**src/rtl/conv_mac_ctrl.sv**
```systemverilog
// KxK convolution window sequencer: fetches pixel/weight pairs from two
// synchronous-read buffers, feeds an external multiplier and accumulates the signed sum.
module conv_mac_ctrl #(
  parameter int INPUT   = 4,
  parameter int FILTER  = 4,
  parameter int K       = 3,
  parameter int IMG_W   = 8,
  parameter int ADDR_W  = 6,
  parameter int FADDR_W = 4,
  parameter int ACC_W   = 12
) (
  input  logic                      clk,
  input  logic                      rst_n,
  input  logic                      start,
  input  logic [ADDR_W-1:0]         base_addr,
  output logic                      busy,
  output logic [ADDR_W-1:0]         img_addr,
  output logic [FADDR_W-1:0]        flt_addr,
  output logic                      rd_en,
  input  logic [INPUT-1:0]          img_data,
  input  logic [FILTER-1:0]         flt_data,
  output logic                      mul_en,
  output logic [INPUT-1:0]          mul_a,
  output logic [FILTER-1:0]         mul_b,
  input  logic [INPUT+FILTER-1:0]   mul_p,
  output logic                      res_valid,
  input  logic                      res_ready,
  output logic [ACC_W-1:0]          result
);

  localparam int N    = K * K;
  localparam int P_W  = INPUT + FILTER;
  localparam int RC_W = (K > 1) ? $clog2(K) : 1;
  localparam logic [FADDR_W-1:0] TAP_LAST = FADDR_W'(N - 1);
  localparam logic [RC_W-1:0]    COL_LAST = RC_W'(K - 1);

  typedef enum logic [1:0] {
    S_IDLE  = 2'd0,
    S_FETCH = 2'd1,
    S_DRAIN = 2'd2,
    S_DONE  = 2'd3
  } state_t;

  state_t              state_r, next_state_s;
  logic [ADDR_W-1:0]   base_r, base_s;
  logic [FADDR_W-1:0]  tap_r, tap_s;
  logic [RC_W-1:0]     row_r, row_s, col_r, col_s;
  logic [ADDR_W-1:0]   img_addr_r, img_addr_s;
  logic [ACC_W-1:0]    acc_r, acc_s, result_r, result_s;
  logic [ACC_W-1:0]    prod_ext_s;
  logic                busy_r, busy_s, rd_en_r, rd_en_s;
  logic                mul_en_r, mul_en_s, res_valid_r, res_valid_s;

  assign prod_ext_s = {{(ACC_W-P_W){mul_p[P_W-1]}}, mul_p};

  // State register
  always_ff @(posedge clk or negedge rst_n) begin
    if (!rst_n) begin
      state_r <= S_IDLE;
    end else begin
      state_r <= next_state_s;
    end
  end

  // Next-state logic
  always_comb begin
    next_state_s = state_r;
    case (state_r)
      S_IDLE:  if (start) next_state_s = S_FETCH; else next_state_s = S_IDLE;
      S_FETCH: if (tap_r == TAP_LAST) next_state_s = S_DRAIN; else next_state_s = S_FETCH;
      S_DRAIN: next_state_s = S_DONE;
      S_DONE:  if (res_ready) next_state_s = S_IDLE; else next_state_s = S_DONE;
      default: next_state_s = S_IDLE;
    endcase
  end

  // Control outputs for the next cycle; the multiplier runs one cycle behind the read
  always_comb begin
    busy_s      = (next_state_s != S_IDLE);
    res_valid_s = (next_state_s == S_DONE);
    mul_en_s    = rd_en_r;
  end

  // Tap walk, address generation and accumulation
  always_comb begin
    base_s     = base_r;
    tap_s      = tap_r;
    row_s      = row_r;
    col_s      = col_r;
    img_addr_s = img_addr_r;
    rd_en_s    = 1'b0;
    result_s   = result_r;
    if (mul_en_r) begin
      acc_s = acc_r + prod_ext_s;
    end else begin
      acc_s = acc_r;
    end
    case (state_r)
      S_IDLE: begin
        if (start) begin
          base_s     = base_addr;
          tap_s      = {FADDR_W{1'b0}};
          row_s      = {RC_W{1'b0}};
          col_s      = {RC_W{1'b0}};
          img_addr_s = base_addr;
          rd_en_s    = 1'b1;
          acc_s      = {ACC_W{1'b0}};
        end else begin
          rd_en_s = 1'b0;
        end
      end
      S_FETCH: begin
        if (tap_r != TAP_LAST) begin
          if (col_r == COL_LAST) begin
            col_s = {RC_W{1'b0}};
            row_s = row_r + RC_W'(1);
          end else begin
            col_s = col_r + RC_W'(1);
            row_s = row_r;
          end
          tap_s      = tap_r + FADDR_W'(1);
          // Address wraps modulo the buffer size by truncation
          img_addr_s = base_r + ADDR_W'(row_s) * ADDR_W'(IMG_W) + ADDR_W'(col_s);
          rd_en_s    = 1'b1;
        end else begin
          rd_en_s = 1'b0;
        end
      end
      S_DRAIN: result_s = acc_s;
      S_DONE:  result_s = result_r;
      default: result_s = result_r;
    endcase
  end

  // Datapath and registered outputs
  always_ff @(posedge clk or negedge rst_n) begin
    if (!rst_n) begin
      base_r      <= {ADDR_W{1'b0}};
      tap_r       <= {FADDR_W{1'b0}};
      row_r       <= {RC_W{1'b0}};
      col_r       <= {RC_W{1'b0}};
      img_addr_r  <= {ADDR_W{1'b0}};
      acc_r       <= {ACC_W{1'b0}};
      result_r    <= {ACC_W{1'b0}};
      busy_r      <= 1'b0;
      rd_en_r     <= 1'b0;
      mul_en_r    <= 1'b0;
      res_valid_r <= 1'b0;
    end else begin
      base_r      <= base_s;
      tap_r       <= tap_s;
      row_r       <= row_s;
      col_r       <= col_s;
      img_addr_r  <= img_addr_s;
      acc_r       <= acc_s;
      result_r    <= result_s;
      busy_r      <= busy_s;
      rd_en_r     <= rd_en_s;
      mul_en_r    <= mul_en_s;
      res_valid_r <= res_valid_s;
    end
  end

  assign busy      = busy_r;
  assign rd_en     = rd_en_r;
  assign img_addr  = img_addr_r;
  assign flt_addr  = tap_r;
  assign mul_en    = mul_en_r;
  assign mul_a     = mul_en_r ? img_data : {INPUT{1'b0}};
  assign mul_b     = mul_en_r ? flt_data : {FILTER{1'b0}};
  assign res_valid = res_valid_r;
  assign result    = result_r;

endmodule

```
**config.mk**
```make
export PLATFORM = sky130hd
export DESIGN_NAME = conv_mac_ctrl
export DESIGN_NICKNAME = d
export VERILOG_FILES = /design/src/rtl/conv_mac_ctrl.sv
export SDC_FILE = /design/constraint.sdc
export NUM_CORES = 1
export LEC_CHECK = 0
export ABC_CLOCK_PERIOD_IN_PS = 3600
export BUFFER_PORTS_ARGS = -buffer_cell sky130_fd_sc_hd__buf_2
export CORE_UTILIZATION = 40
export DETAILED_ROUTE_END_ITERATION = 7
export PLACE_DENSITY_LB_ADDON = 0.3
export SLEW_MARGIN = 25
export SYNTH_ARGS = -nofsm -noshare
export SYNTH_HDL_FRONTEND = slang
export SYNTH_SLANG_ARGS = --single-unit
export TNS_END_PERCENT = 30
```
**constraint.sdc**
```tcl
create_clock -name clk -period 3.6 [get_ports clk]
set_input_delay 0.54 -clock clk [delete_from_list [all_inputs] [get_ports clk]]
set_output_delay 0.54 -clock clk [all_outputs]
set_load 0.02 [all_outputs]
```
Word-level counts from Yosys, hierarchy flattened
Index checks and enable logic that the tools add are counted.

operators by class
  add/sub/neg operators = 6
  equality and inequality tests = 9
  mux-type cells = 29
  reductions and logical operators = 5

operators by type and width
  cell                                                             count
  12-bit two-way mux                                               3
  2-bit two-way mux                                                11
  4-bit two-way mux                                                4
  12-bit adder                                                     1
  6-bit two-way mux                                                2
  6-bit case mux with 2 select lines                               1
  2-bit == test, second input constant                             4
  2-bit case mux with 2 select lines                               2
  2-bit case mux with 4 select lines                               1
  4-bit case mux with 2 select lines                               1
  6-bit by 2-bit adder with 6-bit output                           1
  6-bit by 5-bit adder with 6-bit output                           1
  2-bit by 1-bit adder with 2-bit output, second input constant    2
  4-bit by 1-bit adder with 4-bit output, second input constant    1
  4-bit == test, second input constant                             1
  2-bit inequality test, second input constant                     2
  4-bit inequality test, second input constant                     1
  2-bit nonzero test                                               2
  1-bit two-way mux                                                3
  3-bit AND reduction                                              1
  2-bit by 1-bit == test with 1-bit output, second input constant  1
  2-bit logical NOT                                                1
  1-bit case mux with 2 select lines                               1
  2-bit AND reduction                                              1

storage, ports and cells
  register bits = 50
  input port bits = 26
  output and inout port bits = 34
  logic and storage cells = 61

Logic depth before layout (Yosys ltp)
  depth after elaboration = 8
  depth in mapped cells = 8
  mapped depth without buffers = 8

Least setup slack after synthesis
Ideal clock, no wire load.

  path kind = input port to flip-flop
  start point = input port mul_p[3]
  end point = register result_r[11] (netlist: result[11])
  setup time = 82 ps
  data arrival time = 2144 ps
  required time = 3518 ps
  setup slack = 1374 ps
  stages on the path = 7
  buffers on the path = 0
  cell sequence = ha_1 a21o_1 a21oi_4 a211oi_2 or4_4 a21o_1 a31oi_1

between the ends
  word-level cells in the longest chain between the ends = 2

RTL lines
  what                    line  source
  start: declaration      25    input logic [INPUT+FILTER-1:0] mul_p,
  12-bit adder            94    acc_s = acc_r + prod_ext_s;
  12-bit two-way mux      93    if (mul_en_r) begin
  end signal: assignment  144   result_r <= {ACC_W{1'b0}};
  end signal: assignment  156   result_r <= result_s;
  end: declaration        49    logic [ACC_W-1:0] acc_r, acc_s, result_r, result_s;

Every way passes these cells.
A chain may end at the register's enable or synchronous reset.

Final worst setup path
  start point = register acc_r[0]
  end point = register result_r[8] (netlist: result[8])

between the ends
  word-level cells in the longest chain between the ends = 2

RTL lines
  what                      line  source
  start: declaration        49
  start signal: assignment  143   acc_r <= {ACC_W{1'b0}};
  start signal: assignment  155   acc_r <= acc_s;
  12-bit adder              94
  12-bit two-way mux        93

Every way passes these cells.

==> results.sh <==
export IMPL_yosysTopAreaCellShare_pct=44.8
export IMPL_reg2reg_slack_ns=1.43
export IMPL_vdd_ir_drop_max_mv=0.410
export IMPL_hpwlAfterDp_mm=4.36
export IMPL_area_growth_pct=17.3
export IMPL_groute_usage_overall_pct=17.4
export IMPL_drv_slew=0
export IMPL_diodes=0
export IMPL_layout_commonest_cell="buf_2"
export IMPL_grt_pass1_wl_mm=10.2
export IMPL_syn_nets=350
export IMPL_rows=30
export IMPL_rr_worst_depth=8
export IMPL_finalCriticalPeriod_ns=2.17
export IMPL_dieArea_sq_um=7320
export IMPL_fillers=639
export IMPL_first_global_vias=2241
export IMPL_cp_arrival_ns=2.33
export IMPL_cts_tree="yes"
export IMPL_crit_type="register to register"
export IMPL_fin_setup_tns_ns=0
export IMPL_route_antenna_remaining_nets=0
export IMPL_ys_flop_type="dfrtp_1"
export IMPL_grt_ovfl_total=0
export IMPL_die_h_um=85.5
export IMPL_place_area_sq_um=3180
export IMPL_tightest_slew_ns=0.800
export IMPL_hold_viol=0
export IMPL_gp_congestion=0.861
export IMPL_finalSetupViolCount=0
export IMPL_total_power_mw=3.09
export IMPL_powerDensity_nw_per_um2=943
export IMPL_ys_seq_area_share_pct=44.8
export IMPL_final_cell_area_sq_um=3270
export IMPL_initial_core_util_pct=41.3
export IMPL_synth_area_leaders="dfrtp_1 (45%), ha_1 (7.6%), nand2_1 (7.3%), a21oi_1 (4.1%), o21ai_0 (3.8%)"
export IMPL_leakage_nw=1.67
export IMPL_start_kind="register"
export IMPL_antenna_found_initial=0
export IMPL_synth_warnings=0
export IMPL_core_area_sq_um=6760
export IMPL_cts_buffers=5
export IMPL_rsz0062_at_grt="false"
export IMPL_synth_cell_types=40
export IMPL_crit_reg2reg_launch="acc_r[0]"
export IMPL_yosysTopAreaCell="dfrtp_1"
export IMPL_via_per_inst=5.20
export IMPL_r2r_end="result[8]"
export IMPL_insertion_delay_ns=0.30
export IMPL_postCtsSetupBuffers=0
export IMPL_cp_max_fo=6
export IMPL_wl_mm=6.07
export IMPL_synthCells=305
export IMPL_avgRoutedWirePerCell_um=13.6
export IMPL_cts_buffer_depth=2
export IMPL_grt_max_degree=30
export IMPL_synth_seq_cells=50
export IMPL_io_pins=60
export IMPL_layout_common_cells="buf_2 (59), nand2_1 (54), dfrtp_1 (50)"
export IMPL_max_freq_ghz=0.460
export IMPL_cts_sinks=50
export IMPL_nets=409
export IMPL_postCtsHoldBufs=0
export IMPL_portBuffers=59
export IMPL_drive_gt1_share_pct=21.4
export IMPL_dr_pass1_iters=4
export IMPL_drv_cap=0
export IMPL_root_buffer="clkbuf_8"
export IMPL_async_reset_ff_share_pct=100
export IMPL_die_w_um=85.5
export IMPL_netlist_area_sq_um=2790
export IMPL_synth_edf_count=0
export IMPL_htreeDepth=2
export IMPL_drc=0
export IMPL_end_kind="register"
export IMPL_clkTransAtPathRegs_ns=0.09
export IMPL_skew_ns=0.00367
export IMPL_whs_ns=0.201
export IMPL_crit_required_ns=3.76
export IMPL_drtIter0Drc=116
export IMPL_post_route_period_util_pct=60.4
export IMPL_vias=2316
export IMPL_relSlewSlack_pct=46.6
export IMPL_hold_class="input pin to async pin"
export IMPL_syn_avg_cell_area_sq_um=9.15
export IMPL_post_cts_resized=0
export IMPL_status="finished clean"
[registers in the layout (all words and copies together) (netlist names)]
signal,flops
col_r,2
acc_r,12
mul_en,1
res_valid,1
rd_en,1
base_r,6
flt_addr,4
row_r,2
result,12
busy,1
img_addr,6
state_r,2
[report_power, final]
group | switching (mW) | total (mW) | leakage, nW | internal, mW
logic | 1.03 | 1.72 | 1.00 | 0.689
clock network | 0.191 | 0.346 | 0.0472 | 0.155
registers | 0.195 | 1.02 | 0.622 | 0.827
total | 1.42 | 3.09 | 1.67 | 1.67
[how the worst max path moves through the flow]
stage | start | to | slack (ns) | cells after the start
6_report | acc_r[0] | result[8] | 1.43 | 8
2_1_floorplan | mul_p[3] | result[11] | 1.37 | 7
4_1_cts | acc_r[0] | result[8] | 1.42 | 8
3_3_place_gp | mul_p[0] | result[8] | 1.20 | 9
5_1_grt | acc_r[1] | result[9] | 1.27 | 7
3_5_place_dp | mul_p[0] | result[8] | 1.14 | 9
[cells in the mapped netlist, types with 2 or more instances]
cell      count
xnor2_1       7
o211ai_1      2
nor2b_1       7
clkbuf_1     12
and3_1        2
o21ba_2       2
a21oi_1      23
nand2_1      54
nor2_1       24
nand2b_1      4
or3_1         2
dfrtp_1      50
and2_1        9
mux2i_1       9
o21ai_0      21
nand3_1      12
nor3_1        2
fa_1          2
a31oi_1       4
a21o_1        7
xor2_1        6
inv_1         9
nand3b_1      2
ha_1         17
[cells by family after synthesis]
kind of cell               Yosys count  share of synthesized area (%)
xor gates and xnor gates            13                           4.08
muxes                                9                           3.23
DFF                                 50                           44.8
adders and majority gates           19                           9.05
buffers and inverters               21                           2.82
AOI/OAI and AO/OA                   68                           15.1
and+or+nand+nor                    125                           20.9
[worst max-delay path: stages, from the launching register on]
cell and delay (ns):
dfrtp_1 0.39, ha_1 0.21, fa_1 0.41, a21o_1 0.17
a21oi_1 0.23, o21ba_2 0.23, o21ai_0 0.13, xnor2_1 0.16
o221ai_1 0.11
[metal layers]
metal	track usage (%)	share of wire (%)	up-vias
met4	4.55	1.2	0
met5	0	0	-
li1	-	-	1161
met1	22.5	48	1095
met2	30.2	47	51
met3	2.98	3.9	9
[stage by stage]
stage | setup slack [ns] | instances | utilization, %
after detailed placement | 1.14 | 437 | 47.1
after global routing | 1.27 | 445 | 48.5
after CTS | 1.42 | 445 | 48.5
after global placement | 1.20 | 437 | 47.1
final | 1.43 | 445 | 48.5
after floorplan | 1.37 | 305 | -
[layout make-up]
cell class / instances / area [sq um] / area share [%]
Clock buffer: 6 / 82.6 / 2.52
Inverter: 9 / 33.8 / 1.03
Tap cell: 80 / 100 / 3.06
Timing Repair Buffer: 64 / 333 / 10.2
Multi-Input combinational cell: 234 / 1460 / 44.6
Clock inverter: 2 / 12.5 / 0.382
Sequential cell: 50 / 1250 / 38.2
(Power assumes the default switching activity.)
